===== config.mk =====
export PLATFORM = sky130hd
export DESIGN_NAME = key_conditioner_flat
export DESIGN_NICKNAME = d
export VERILOG_FILES = /design/src/rtl/key_conditioner_if.sv /design/src/rtl/key_conditioner.sv /design/src/flat_wrapper.sv
export SDC_FILE = /design/constraint.sdc
export NUM_CORES = 1
export LEC_CHECK = 0
export ABC_AREA = 1
export CAP_MARGIN = 10
export CORE_MARGIN = 1.5
export CORE_UTILIZATION = 60
export DETAILED_ROUTE_END_ITERATION = 8
export PLACE_DENSITY = 0.84
export SLEW_MARGIN = 40
export SYNTH_ARGS = -nofsm -noshare
export SYNTH_HDL_FRONTEND = slang
export SYNTH_SLANG_ARGS = --single-unit

===== constraint.sdc =====
create_clock -name clk -period 2.36 [get_ports clk]
set_input_delay 0.354 -clock clk [delete_from_list [all_inputs] [get_ports clk]]
set_output_delay 0.354 -clock clk [all_outputs]
set_load 0.01 [all_outputs]

===== src/rtl/key_conditioner_if.sv =====
// Key bundle between the panel pins and the key conditioner.
// master: drives key_raw, sees the conditioned outputs; slave: the conditioner.
interface key_conditioner_if #(
    parameter int N_KEYS = 5
);
    logic [N_KEYS-1:0] key_raw;
    logic [N_KEYS-1:0] key_level;
    logic [N_KEYS-1:0] key_pos;
    logic [N_KEYS-1:0] key_neg;
    logic [N_KEYS-1:0] key_long;
    logic              any_activity;

    modport master (
        output key_raw,
        input  key_level, key_pos, key_neg, key_long, any_activity
    );

    modport slave (
        input  key_raw,
        output key_level, key_pos, key_neg, key_long, any_activity
    );
endinterface


===== src/rtl/key_conditioner.sv =====
// Per-key 2-FF sync, debounce FSM, press/release/long-press pulse generation.
// Ports: clk, rst (sync, active-high); kif.slave: key_raw in; key_level,
// key_pos, key_neg, key_long, any_activity out (all registered).
module key_conditioner #(
    parameter int N_KEYS      = 5,
    parameter int DB_CYCLES   = 2_000_000,
    parameter int LONG_CYCLES = 300_000_000
) (
    input logic              clk,
    input logic              rst,
    key_conditioner_if.slave kif
);
    localparam int DBW = $clog2(DB_CYCLES + 1);
    localparam int HW  = $clog2(LONG_CYCLES + 1);

    localparam logic [DBW-1:0] DB_LAST   = DBW'(DB_CYCLES - 1);
    localparam logic [DBW-1:0] DB_FULL   = DBW'(DB_CYCLES);
    localparam logic [HW-1:0]  HOLD_LAST = HW'(LONG_CYCLES - 1);
    localparam logic [HW-1:0]  HOLD_FULL = HW'(LONG_CYCLES);

    typedef enum logic [2:0] {
        IDLE,
        PRESS_WAIT,
        HELD,
        LONG,
        RELEASE_WAIT
    } state_t;

    logic [N_KEYS-1:0] level_n, pos_n, neg_n, long_n;
    logic [N_KEYS-1:0] level_q, pos_q, neg_q, long_q;
    logic              act_q;

    for (genvar k = 0; k < N_KEYS; k++) begin : g_key
        state_t         state_q, state_d;
        logic [DBW-1:0] db_q, db_d, db_inc;
        logic [HW-1:0]  hold_q, hold_d, hold_inc;
        logic           ret_long_q, ret_long_d;
        logic           sync1_q, sync2_q;
        logic           db_hit, hold_hit, long_fire;
        logic           lvl_d, pos_d, neg_d, long_d;

        // db_q is 0 whenever a wait starts, so db_hit in IDLE/HELD/LONG
        // means the very first sample already completes the debounce.
        assign db_inc   = (db_q == DB_FULL) ? db_q : db_q + 1'b1;
        assign hold_inc = (hold_q == HOLD_FULL) ? hold_q : hold_q + 1'b1;
        assign db_hit   = (db_q == DB_LAST);
        assign hold_hit = (hold_q == HOLD_LAST);

        // Long press still pending while held or bouncing out of HELD.
        assign long_fire = hold_hit &&
            ((state_q == HELD) ||
             ((state_q == RELEASE_WAIT) && !ret_long_q));

        always_ff @(posedge clk) begin
            if (rst) begin
                sync1_q    <= 1'b0;
                sync2_q    <= 1'b0;
                state_q    <= IDLE;
                db_q       <= '0;
                hold_q     <= '0;
                ret_long_q <= 1'b0;
            end else begin
                sync1_q    <= kif.key_raw[k];
                sync2_q    <= sync1_q;
                state_q    <= state_d;
                db_q       <= db_d;
                hold_q     <= hold_d;
                ret_long_q <= ret_long_d;
            end
        end

        always_comb begin
            state_d    = state_q;
            db_d       = db_q;
            hold_d     = hold_q;
            ret_long_d = ret_long_q;
            pos_d      = 1'b0;
            neg_d      = 1'b0;
            long_d     = long_fire;
            unique case (state_q)
                IDLE, PRESS_WAIT: begin
                    if (!sync2_q) begin
                        state_d = IDLE;
                        db_d    = '0;
                    end else if (db_hit) begin
                        state_d    = HELD;
                        db_d       = '0;
                        hold_d     = '0;
                        ret_long_d = 1'b0;
                        pos_d      = 1'b1;
                    end else begin
                        state_d = PRESS_WAIT;
                        db_d    = db_inc;
                    end
                end
                HELD, LONG, RELEASE_WAIT: begin
                    if (state_q != LONG) begin
                        hold_d = hold_inc;
                    end
                    if (state_q != RELEASE_WAIT) begin
                        ret_long_d = (state_q == LONG) || long_fire;
                    end else if (long_fire) begin
                        ret_long_d = 1'b1;
                    end
                    if (sync2_q) begin
                        db_d    = '0;
                        state_d = ret_long_d ? LONG : HELD;
                    end else if (db_hit) begin
                        state_d    = IDLE;
                        db_d       = '0;
                        hold_d     = '0;
                        ret_long_d = 1'b0;
                        neg_d      = 1'b1;
                    end else begin
                        state_d = RELEASE_WAIT;
                        db_d    = db_inc;
                    end
                end
                default: begin
                    state_d    = IDLE;
                    db_d       = '0;
                    hold_d     = '0;
                    ret_long_d = 1'b0;
                    long_d     = 1'b0;
                end
            endcase
            lvl_d = (state_d == HELD) || (state_d == LONG) ||
                    (state_d == RELEASE_WAIT);
        end

        assign level_n[k] = lvl_d;
        assign pos_n[k]   = pos_d;
        assign neg_n[k]   = neg_d;
        assign long_n[k]  = long_d;
    end

    always_ff @(posedge clk) begin
        if (rst) begin
            level_q <= '0;
            pos_q   <= '0;
            neg_q   <= '0;
            long_q  <= '0;
            act_q   <= 1'b0;
        end else begin
            level_q <= level_n;
            pos_q   <= pos_n;
            neg_q   <= neg_n;
            long_q  <= long_n;
            act_q   <= |pos_n;
        end
    end

    assign kif.key_level    = level_q;
    assign kif.key_pos      = pos_q;
    assign kif.key_neg      = neg_q;
    assign kif.key_long     = long_q;
    assign kif.any_activity = act_q;
endmodule


===== src/flat_wrapper.sv =====
// flat-port wrapper written by rule: the top's interface ports become plain ports
module key_conditioner_flat 
#(
    parameter int N_KEYS      = 5,
    parameter int DB_CYCLES   = 2_000_000,
    parameter int LONG_CYCLES = 300_000_000
)
  (clk, rst, kif_key_raw, kif_key_level, kif_key_pos, kif_key_neg, kif_key_long, kif_any_activity);
  key_conditioner_if #(.N_KEYS(N_KEYS)) kif_i ();
  input logic clk;
  input logic rst;
  input wire logic [$bits(kif_i.key_raw)-1:0] kif_key_raw;
  output wire logic [$bits(kif_i.key_level)-1:0] kif_key_level;
  output wire logic [$bits(kif_i.key_pos)-1:0] kif_key_pos;
  output wire logic [$bits(kif_i.key_neg)-1:0] kif_key_neg;
  output wire logic [$bits(kif_i.key_long)-1:0] kif_key_long;
  output wire logic [$bits(kif_i.any_activity)-1:0] kif_any_activity;
  assign kif_i.key_raw = kif_key_raw;
  assign kif_key_level = kif_i.key_level;
  assign kif_key_pos = kif_i.key_pos;
  assign kif_key_neg = kif_i.key_neg;
  assign kif_key_long = kif_i.key_long;
  assign kif_any_activity = kif_i.any_activity;
  key_conditioner #(.N_KEYS(N_KEYS), .DB_CYCLES(DB_CYCLES), .LONG_CYCLES(LONG_CYCLES)) u_core (.clk(clk), .rst(rst), .kif(kif_i));
endmodule

**After elaboration in Yosys (flattened, before gate mapping)**

Cells that the tools add are included.

- Flip-flop bits (word level): 301
- Latch bits: 0
- Memory bits (writable): 0
- Memory bits (read-only): 0
- Word-level logic and storage cells: 354
- Memories kept: 0

- Add/sub/neg operators: 10
- $mul: 0
- Div/mod/pow operators: 0
- $lt $le $gt $ge: 0
- Equality and inequality tests: 75
- Shifts and indexed selects: 0
- Mux-type cells: 145
- Bitwise gates (word level): 10
- Reduce and logical (&&, ||, !) cells: 71

Operator list:

| operator | count |
|---|---|
| $mux W29 | 30 |
| $mux W21 | 20 |
| $eq A29 B29 Y1 const B | 10 |
| $pmux W29 S2 | 5 |
| $eq A21 B21 Y1 const B | 10 |
| $pmux W21 S2 | 5 |
| $add A29 B1 Y29 const B | 5 |
| $add A21 B1 Y21 const B | 5 |
| $eq A3 B2 Y1 const B | 20 |
| $mux W1 | 55 |
| $mux W3 | 15 |
| $eq A3 B3 Y1 const B | 10 |
| $pmux W3 S2 | 5 |
| $reduce_or A3 Y1 | 10 |
| $reduce_or A5 Y1 | 6 |
| $logic_or A1 B1 Y1 | 20 |
| $ne A2 B1 Y1 const B | 10 |
| $reduce_or A2 Y1 | 10 |
| $eq A3 B1 Y1 const B | 5 |
| $logic_not A3 Y1 | 5 |
| $ne A3 B2 Y1 const B | 5 |
| $ne A3 B3 Y1 const B | 5 |
| $logic_and A1 B1 Y1 | 10 |
| $mux W2 | 5 |
| 4 further kinds | 25 |

**Depth between registers and ports, before layout**

- Depth in word-level cells: 13
- Gate-level depth with buffers: 14

**Least setup slack after synthesis**

Ideal clock, no wire load.

- Path kind: register to register
- Start point: reg u_core.g_key[1].db_q[1]
- End point: reg u_core.g_key[1].hold_q[12]
- Setup time: 0.113 ns
- Arrival time: 1.609 ns
- Slack: 0.638 ns
- Stages on the path, launching flop included: 12
- Cells stage by stage: dfxtp_1 > ha_1 > nand3_1 > nor2_2 > nand3_4 > o21ai_2 > buf_6 > nand2_4 > nor2_2 > nand2_1 > nand2_1 > nor2_1

- Cells in the longest elaborated chain, start to end: 4
- Elaborated cells between the ends (all ways): 6

RTL lines:

| item | line | RTL |
|---|---|---|
| from (decl) | key_conditioner.sv:35 | `logic [DBW-1:0] db_q, db_d, db_inc;` |
| from (signal assigned) | key_conditioner.sv:59 | `db_q <= '0;` |
| from (signal assigned) | key_conditioner.sv:66 | `db_q <= db_d;` |
| $eq A21 B21 Y1 * | key_conditioner.sv:46 | `assign db_hit = (db_q == DB_LAST);` |
| $mux W29 | key_conditioner.sv:108 | `end else if (db_hit) begin` |
| $mux W29 | key_conditioner.sv:105 | `if (sync2_q) begin` |
| $pmux W29 S2 | key_conditioner.sv:80 | `unique case (state_q)` |
| to (signal assigned) | key_conditioner.sv:67 | `hold_q <= hold_d;` |
| to (decl) | key_conditioner.sv:36 | `logic [HW-1:0] hold_q, hold_d, hold_inc;` |

Mark *: on every way between the ends. The rest lies on a longest branch, timed or not.
A chain may end at the register's enable or synchronous reset.

**Worst setup path after layout**

- Start point: reg u_core.g_key[1].db_q[1]
- End point: reg u_core.g_key[1].hold_q[10]

Same word-level chain as after synthesis.

==> metrics.md <==
| Metric | Value |
|---|---|
| Total routed wirelength | 40,580 um |
| Power Density | 555.8 nW/um2 |
| Pre-CTS setup slack | approximately 0.27 ns |
| HP Class | in -> reg |
| First-pass iteration count of the detailed router | 6 |
| Worst slew pin tran | around 0.65 ns |
| First-pass GRT wire length | around 70,000 um |
| Core area | 28,090 um2 |
| Peak supply drop | 0.5929 mV |
| Vias in the first global route | ~16,000 |
| Post-layout nets | around 2,800 |
| Clk buf depth | 3 |
| Wire per inst | 12.93 um |
| Pleak | 6.983 nW |
| Clock skew | 0.02318 ns |
| Startpoint Class | flip-flop |
| WHS | between 0.3 and 0.4 ns |
| Avg Cell Area, Syn | around 6.4 um2 |
| Async set-or-reset flop fraction in the synthesized netlist | 0 |
| Rows | 61 |
| # diodes | 0 |
| Top Registers | u_core.g_key.hold_q (145), u_core.g_key.db_q (105), u_core.g_key.state_q (15) |
| Setup ws final | ~0.25 ns |
| Fraction of layout cells with a size suffix above 1 | 0.06845 |
| H-Tree Depth | 2 |
| Crit Path Class | reg -> reg |
| Final Cell Area | ~19,000 um2 |
| Most used DFF post-synth | dfxtp_1 |
| Max_slew headroom | 0.5598 |
| Total gr overflow | 0 |
| ANT nets after route | 0 |
| Most flops, register | u_core.g_key.hold_q |
| DRT iter0 DRCs | around 1,500 |
| CP Max Fanout | 14 |
| Mapped Area | roughly 17,000 um2 |
| Synthesized net count | 2,731 |
| Crit. End Element | flip-flop |
| Height of the chip | 172.8 um |
| M2 GR Usage | 0.4832 |
| # port buffers | 27 |
| Finished Layout Cells | 3,139 |
| RSZ-0062 raised after global routing | no |
| Placed Area | 17,920 um2 |
| Root Driver | clkbuf_16 |
| Worst EP required | ~2.7 ns |
| Final setup fails | 0 |
| Pins Over Slew Limit | 0 |
| Setup TNS | 0 ns |
| Worst EP arrival | between 2 and 3 ns |
| Cts bufs inserted | 34 |
| MaxCap Viol Count | 0 |
| Seq cells post-synth | 301 |
| Largest register FFs | 145 |
| DIE AREA | about 30,000 um2 |
| Total Routing Usage GR | 0.2674 |
| Clk_lat worst skew | 0.51 ns |
| Placer Congestion | between 0.9 and 1 |
| Initial core utilization | 0.6161 |
| Dpl hpwl | 29,460 um |
| Remaining DRCs | 0 |
| Dpl cells | about 3,100 |
| Final worst path period need | around 2.1 ns |
| EDFF count, synth | 0 |
| Met3 GRT Util | 0.02902 |
| Period utilization | 0.8962 |
| Initial antenna violation count | 0 |
| DIE WIDTH | between 150 and 200 um |
| P&R area growth vs syn | 10.09% |
| Final hold violations | 0 |
| # IOs | 28 |
| Global routing usage on met1 | 0.3303 |
| CTS Sinks | ~300 |
| Cts repair resizes | 0 |
| Via count | roughly 17,000 |
| Yosys cell types | between 40 and 50 |
| GR peak layer | met2 |
| CTS Hold Bufs | 0 |
| Post-CTS setup buffer count | 0 |
| Maximum clock frequency | approximately 0.47 GHz |
| Clock transition at path regs | about 0.060 ns |
| Sequential share of the synthesized area | 0.3482 |
| Via density | between 5 and 6 |
| Status | finished clean |
| Largest net degree at the start of global routing | 64 |
| Yosys warnings | 0 |
| CTS tree | built |
| Synth Instances | approximately 2,700 |
[cell usage in the layout (no fill, tap or decap), types with 6 or more instances in the layout]
cell type        count
nand4_1            102
o211ai_1            10
buf_4               25
inv_1              329
xor2_1              46
clkdlybuf4s50_1     26
nor3b_1             12
nor3_1              79
nor4_1              14
clkbuf_16           35
dfxtp_1            301
inv_2               15
o21bai_1             8
nor2_1             501
or2_2               10
a21oi_1            159
nor2_2              22
clkbuf_1             9
nand3b_1            11
ha_1                20
nor3_2               6
nand3_2             12
xnor2_1             14
o21ai_0             73
nand2_1            637
nor2_4              13
nand3_1            189
nand2_2             10
a31oi_1             15
[area by class of cell]
class	instances	area, um2
multi-input combinational	2001	9654
fill	2462	9036
sequential	301	6026
inverter	346	1304
clock buffer	49	978.4
tap	378	473.0
timing repair buffer	52	467.9
clock inverter	12	147.6
[power by group]
group          total [W]  internal (W)  switching (W)
Combinational   0.000166     0.0000481       0.000118
Sequential       0.00511       0.00509      0.0000133
Clock            0.00532       0.00322        0.00209
Total             0.0106       0.00837        0.00222
[critical path, cell delays in order, from the launching register on]
cell     delay (ns)
dfxtp_1        0.37
ha_1           0.22
nand3_1        0.14
nor2_2         0.22
nand3_4        0.13
nand2_2        0.10
nand2_4        0.11
nor2_4         0.30
nand2_1        0.13
o21ai_0        0.20
nor2_1         0.07
[cell usage after synthesis (3+ instances only)]
cell type  number  area, um2
nor2_4         13      146.4
nor3b_1        12      90.09
o211ai_1       10      75.07
a21oi_1       159      795.8
inv_2          15      56.30
o21ai_2         3      26.28
nand2_4         4      45.04
nand2_2        10      62.56
xor2_1         46      402.9
clkbuf_1       19      71.32
nand3_1       189      945.9
o21ai_0        73      365.4
nor3_2          6      60.06
o21bai_1        8      60.06
nor3_1         79      395.4
xnor2_1        14      122.6
buf_2          23      115.1
buf_6           9      101.4
dfxtp_1       301       6026
nand4_1       102      638.1
ha_1           20      250.2
buf_4           3      22.52
a31oi_1        15      93.84
inv_1         329       1235
nand2_1       637       2391
nand3_2        12      120.1
a211oi_1        4      30.03
nor4_1         14      87.58
nor2_2         22      137.6
or2_2          10      62.56
nand3b_1       11      82.58
nor2_1        501       1881
a21oi_2         5      43.79
[routing by layer]
metal	vias up	share of wire
li1	8756	-
met4	0	0.025
met5	-	0
met3	97	0.042
met2	441	0.49
met1	7878	0.45
[kinds of logic after synthesis]
family	after synthesis	share of synthesized area
flops	301	0.3482
simple gates	1635	0.4228
compound gates	286	0.09024
xor+xnor	60	0.03037
buf+inv	402	0.09385
fa+ha+maj	20	0.01446
[per-stage QoR]
step,total power (W),utilization
5_1_grt,0.01092,0.6783
4_1_cts,0.01070,0.6783
2_1_floorplan,0.005330,-
3_3_place_gp,0.005380,0.6382
3_5_place_dp,0.005385,0.6382
6_report,0.01059,0.6783
[final timing paths]
path              slack, ns                                       to                               start  cells after the start
setup / recovery       0.25  u_core.g_key[1].hold_q[10]$_SDFFE_PP0P_  u_core.g_key[1].db_q[1]$_SDFF_PP0_                     10
hold reg to reg        0.41       u_core.g_key[4].sync2_q$_SDFF_PP0_  u_core.g_key[4].sync1_q$_SDFF_PP0_                      2
setup reg to reg       0.25  u_core.g_key[1].hold_q[10]$_SDFFE_PP0P_  u_core.g_key[1].db_q[1]$_SDFF_PP0_                     10
hold / removal         0.31         u_core.kif.key_pos[2]$_SDFF_PP0_                                 rst                      3
(Power assumes the default switching activity.)
